### config.mk
export PLATFORM = sky130hd
export DESIGN_NAME = repeater_chk_lane
export DESIGN_NICKNAME = d
export VERILOG_FILES = /design/src/rtl/repeater_chk_pkg.sv /design/src/rtl/repeater_chk_lane.sv
export SDC_FILE = /design/constraint.sdc
export NUM_CORES = 1
export LEC_CHECK = 0
export CAP_MARGIN = 20
export CORE_ASPECT_RATIO = 0.6
export CORE_MARGIN = 2
export CORE_UTILIZATION = 31
export CTS_CLUSTER_SIZE = 40
export DETAILED_ROUTE_END_ITERATION = 7
export HOLD_SLACK_MARGIN = 0.02
export PLACE_DENSITY = 0.6
export SLEW_MARGIN = 0
export SYNTH_ARGS = -nofsm -noshare
export SYNTH_HDL_FRONTEND = slang
export SYNTH_SLANG_ARGS = --single-unit
### constraint.sdc
create_clock -name clock -period 1.8 [get_ports clock]
set_clock_uncertainty 0.15 [all_clocks]
set_input_delay 0.18 -clock clock [delete_from_list [all_inputs] [get_ports clock]]
set_output_delay 0.18 -clock clock [all_outputs]
set_load 0.02 [all_outputs]
### src/rtl/repeater_chk_pkg.sv
// Shared types and helpers for the repeater protocol checker.
// Error codes are ordered so that a lower code wins when several checks fire on one channel.
package repeater_chk_pkg;

  typedef enum logic [2:0] {
    ERR_NONE  = 3'd0,
    ERR_QUAL  = 3'd1,
    ERR_MASK  = 3'd2,
    ERR_HOLD  = 3'd3,
    ERR_DRAIN = 3'd4,
    ERR_STALL = 3'd5
  } err_code_e;

  localparam int unsigned MAX_CH = 8;

  // Bits needed to index n items, never less than one.
  function automatic int unsigned idx_w(input int unsigned n);
    return (n > 32'd1) ? $clog2(n) : 32'd1;
  endfunction

  function automatic logic [2:0] lsb_select(input logic [MAX_CH-1:0] vec);
    logic [2:0] idx;
    idx = 3'd0;
    for (int i = MAX_CH - 1; i >= 0; i--) begin
      if (vec[i]) begin
        idx = 3'(i);
      end else begin
        idx = idx;
      end
    end
    return idx;
  endfunction

endpackage

### src/rtl/repeater_chk_lane.sv
// One monitored repeater channel: previous-beat registers, stall counter and the
// five per-channel checks, reduced to a single winning error code.
module repeater_chk_lane
  import repeater_chk_pkg::*;
#(
  parameter int unsigned MASK_W  = 8,
  parameter int unsigned DATA_W  = 32,
  parameter int unsigned TIMEOUT = 1024
) (
  input  logic              clock,
  input  logic              reset_n,
  input  logic              full_i,
  input  logic              qual_i,
  input  logic [MASK_W-1:0] mask_i,
  input  logic [DATA_W-1:0] data_i,
  input  logic              deq_fire_i,
  output logic              err_o,
  output logic [2:0]        code_o
);

  localparam int unsigned     CW        = idx_w(TIMEOUT);
  localparam logic [CW-1:0]   STALL_MAX = CW'((TIMEOUT == 0) ? 0 : TIMEOUT - 1);
  localparam logic            STALL_EN  = (TIMEOUT != 0);

  logic              prev_full_q;
  logic              prev_deq_q;
  logic [MASK_W-1:0] prev_mask_q;
  logic [DATA_W-1:0] prev_data_q;
  logic [CW-1:0]     stall_cnt_q, stall_cnt_d;
  logic              stall_fired_q, stall_fired_d;

  logic      qual_hit_s, mask_hit_s, hold_hit_s, drain_hit_s, stall_hit_s;
  err_code_e code_s;

  always_ff @(posedge clock or negedge reset_n) begin
    if (!reset_n) begin
      prev_full_q   <= 1'b0;
      prev_deq_q    <= 1'b0;
      prev_mask_q   <= '0;
      prev_data_q   <= '0;
      stall_cnt_q   <= '0;
      stall_fired_q <= 1'b0;
    end else begin
      prev_full_q   <= full_i;
      prev_deq_q    <= deq_fire_i;
      prev_mask_q   <= mask_i;
      prev_data_q   <= data_i;
      stall_cnt_q   <= stall_cnt_d;
      stall_fired_q <= stall_fired_d;
    end
  end

  // The counter saturates and the fired flag keeps a stall episode to a single report.
  always_comb begin
    stall_cnt_d   = stall_cnt_q;
    stall_fired_d = stall_fired_q;
    if (!full_i || deq_fire_i) begin
      stall_cnt_d   = '0;
      stall_fired_d = 1'b0;
    end else begin
      if (stall_cnt_q != STALL_MAX) begin
        stall_cnt_d = stall_cnt_q + CW'(1'b1);
      end else begin
        stall_cnt_d = stall_cnt_q;
      end
      if (stall_hit_s) begin
        stall_fired_d = 1'b1;
      end else begin
        stall_fired_d = stall_fired_q;
      end
    end
  end

  always_comb begin
    qual_hit_s  = full_i & ~qual_i;
    mask_hit_s  = full_i & (mask_i != {MASK_W{1'b1}});
    hold_hit_s  = prev_full_q & full_i & ~prev_deq_q &
                  ((data_i != prev_data_q) | (mask_i != prev_mask_q));
    drain_hit_s = prev_full_q & ~full_i & ~prev_deq_q;
    stall_hit_s = STALL_EN & full_i & ~deq_fire_i &
                  (stall_cnt_q == STALL_MAX) & ~stall_fired_q;
  end

  always_comb begin
    code_s = ERR_NONE;
    if (qual_hit_s) begin
      code_s = ERR_QUAL;
    end else if (mask_hit_s) begin
      code_s = ERR_MASK;
    end else if (hold_hit_s) begin
      code_s = ERR_HOLD;
    end else if (drain_hit_s) begin
      code_s = ERR_DRAIN;
    end else if (stall_hit_s) begin
      code_s = ERR_STALL;
    end else begin
      code_s = ERR_NONE;
    end
  end

  assign code_o = code_s;
  assign err_o  = (code_s != ERR_NONE);

endmodule

==> impl_metrics.yaml, run 1 <==
grt:
  number_of_global_route_vias_before_repair: 1606
  initial_antenna_violation_count: 0
  grt_overflow: 0
  global_route.usage.total_pct: 14.25
  grt_pass1_wl_mm: 8.086
  grt_max_degree: 29
timing:
  worst_slack_ns: -0.4875
  period_minus_slack_ns: 2.287
  layout_worst_path_cycle_share_pct: 127.1
  max_slew.worst_pin.slew_ns: 0.3374
  grt_setup_unrepaired: "true"
  fin_hold_viols: 0
  final-setup-viol-count: 4
  tns_ns: -1.787
  timing_max_transition_violations_final: 0
  timing.max_slew.rel_slack_pct: 77.50
  upper_clock_frequency_limit_ghz: 0.4372
clock_tree:
  worstSkewPairLatency_ns: 0.29
  cts_root_buffer: "clkbuf_16"
  tritoncts: "built"
  cts.htree.levels: 2
  ctsLongestPathBuffers: 2
  cts_buffers: 5
  worst_setup_hold_path_clk_slew_ns: 0.06
  post-cts-setup-buffers: 0
  clock_sinks: 53
synth:
  adder_cell_share_of_the_synthesized_area_pct: 0.5869
  synthSimpleGateAreaFrac_pct: 13.91
  mappedNetlistNets: 216
  synth_top_family_by_area: "XOR/XNOR gates"
  async_reset_ff_share_pct: 100.0
  synth-seq-cells: 53
  muxShareOfSynthArea_pct: 0.4695
  syn-cell-area_um2: 2132
  synth.yosys.seq_area_share_pct: 62.21
  synth_xor_area_share_pct: 18.49
  synth.distinct_cells: 29
  cells_after_synthesis: 170
  yosys_warnings: 0
  post_synth.cell_area_avg_um2: 12.54
  synth_compound_gate_area_share_pct: 3.110
  main_flop_type_after_synthesis: "dfrtp_1"
  synth_edf_count: 0
setup_path:
  cp_slowest_stage_delay_ns: 0.38
  rr_startpoint: "stall_cnt_q[0]"
  regToRegEndpoint: "stall_cnt_q[7]"
  timing.critical_path.to_type: "output port"
  reg2reg_slack_ns: 0.11
  crit_path_cell_trace: "xnor2_1 -> nand4_1 -> nor4_4 -> a31oi_4 -> o221a_1 -> buf_6"
  cp_max_fo: 4
  worst_r2r_path_depth: 7
  cp-start-kind: "flip-flop"
  critPathKind: "reg2out"
  arrival_ns: 1.96
  critical_path_required_ns: 1.47
  critical-path-slowest-cell: "nor4_4"
run_status:
  violations: "negative setup slack"
  run_status: "complete, but fails checks"
layout:
  fillCellCount: 617
  insertedDiodeCount: 0
  flow.area_growth_from_synthesis_pct: 47.07
  nNetsFinal: 299
  layout-drive-gt1-share_pct: 19.37
  layout_commonest_cell: "dfrtp_1"
  layout.cells.most_common_list: "dfrtp_1, xnor2_1, clkdlybuf4s50_1, buf_4, nor2_1"
floorplan:
  core.rowCount: 23
  io_pins: 49
  coreArea_um2: 6676
  vertical_die_dimension_um: 68.24
  initial_core_utilization_pct: 31.93
  die-area_um2: 7579
  dieWidth_um: 111.1
placed_design:
  dp_hpwl_mm: 3.617
  port_buffers: 48
  place_ws_ns: -0.9913
  last_weighted_congestion_value_of_the_routability_driven_placer: 0.7996
drt:
  ant_nets: 0
  drt_first_iter_violations: 90
  post_drt_via_cell_ratio: 4.424
  drt-wirelength-per-cell_um: 13.57
  drc_violation_count_after_routing: 0
  routed_wl_mm: 4.615
  dr.pass1.iters: 4
  dr_total_vias: 1504
hold_path:
  hold_class: "in2async"
power_and_ir_drop:
  vdd_ir_drop_max_mv: 0.3559
  cellInternalPower_mw: 1.980
  switching_share_of_power_pct: 21.90
  cellPowerDensity_nw_per_um2: 808.5
  clockPowerShare_pct: 37.5
  comb_power_share_pct: 12.7
  leakage_nw: 1.275
  sequentialPowerShare_pct: 49.8
  total_switching_power_mw: 0.5552
job:
  cap_violations: 0
[worst max path at each step]
| stage | startpoint | to | slack (ns) | depth (start not counted) |
|---|---|---|---|---|
| 2_1_floorplan | stall_cnt_q[0] | code_o[2] | 0.07 | 6 |
| 3_3_place_gp | data_i[8] | code_o[2] | -0.99 | 8 |
| 3_5_place_dp | data_i[8] | code_o[2] | -0.99 | 8 |
| 4_1_cts | prev_mask_q[4] | code_o[0] | -0.49 | 6 |
| 5_1_grt | prev_data_q[7] | err_o | -0.60 | 6 |
| 6_report | prev_data_q[28] | code_o[0] | -0.49 | 6 |
[power by group through the flow]
stage               sequential, mW  combinational, mW  clock [mW]
global placement              1.28              0.319           0
finish                        1.26              0.322       0.950
detailed placement            1.29              0.320           0
global route                  1.27              0.354        1.04
floorplan                     1.28              0.115           0
CTS                           1.26              0.328       0.974
[cell families (layout without fill, tap and decap cells)]
family / after synthesis / count (layout)
flip-flops: 53 / 53
AND/OR/NAND/NOR: 56 / 56
multiplexers: 1 / 1
adder cells (fa/ha/maj): 1 / 1
buffers and inverters: 5 / 88
AO/OA/AOI/OAI: 9 / 9
XOR/XNOR: 45 / 45
[registers in the layout (all words and copies together) (netlist names)]
register	cells
prev_data_q	32
stall_cnt_q	10
prev_mask_q	8
prev_deq_q	1
prev_full_q	1
stall_fired_q	1
[worst max-delay path: cells and delay by family, from the launching register on]
family | cells | cell delay [ns]
XOR/XNOR | 1 | 0.15
buffers and inverters | 1 | 0.13
AO/OA/AOI/OAI | 2 | 0.44
flip-flops | 1 | 0.37
AND/OR/NAND/NOR | 2 | 0.57
[cells in the mapped netlist (2+ instances only)]
| library cell | n | area (um2) |
|---|---|---|
| a31oi_1 | 2 | 12.51 |
| clkbuf_1 | 2 | 7.510 |
| dfrtp_1 | 53 | 1326 |
| inv_1 | 2 | 7.510 |
| nand2_1 | 6 | 22.52 |
| nand2b_1 | 2 | 12.51 |
| nand3_1 | 5 | 25.02 |
| nand4_1 | 13 | 81.33 |
| nor2_1 | 15 | 56.30 |
| nor3_1 | 7 | 35.03 |
| nor4_1 | 2 | 12.51 |
| xnor2_1 | 44 | 385.4 |
[per-stage QoR]
stage	instances	cell area [um2]	power [mW]	hold slack (ns)	utilization, %
2_1_floorplan	170	2138	1.398	-0.2656	-
3_3_place_gp	332	2942	1.603	-0.05703	44.06
3_5_place_dp	332	2942	1.606	-0.04753	44.06
4_1_cts	340	3123	2.565	0.1731	46.78
5_1_grt	340	3136	2.661	0.1895	46.96
6_report	340	3136	2.535	0.1608	46.96
[what timing repair did]
item	in CTS	in global routing
gates resized for setup	26	3
hold endpoints to repair	53	0
cloned	0	0
pin swaps	9	4
hold buffers	1	0
setup endpoints to repair	4	6
[area by class of cell]
type | count | area (um2) | area share, %
clock buffers | 7 | 142.6 | 4.549
flip-flops and latches | 53 | 1326 | 42.30
multi-input cells | 112 | 824.5 | 26.30
well taps | 87 | 108.9 | 3.472
repair buffers | 79 | 725.7 | 23.14
inverters | 2 | 7.507 | 0.2394
[routing by layer]
metal,up-vias,global-route usage (%),wire length (um)
li1,743,-,-
met1,716,19.31,2360
met2,39,20.94,1869
met3,6,6.112,326
met4,0,4.167,59
met5,-,0,0
No activity file was read; power rests on OpenSTA's default activity.
==> run 2: changes to the inputs <==
CAP_MARGIN = unset   (was 20)
==> results of run 2 <==
Same layout as run 1: the final DEF is identical, and so are final timing and power.
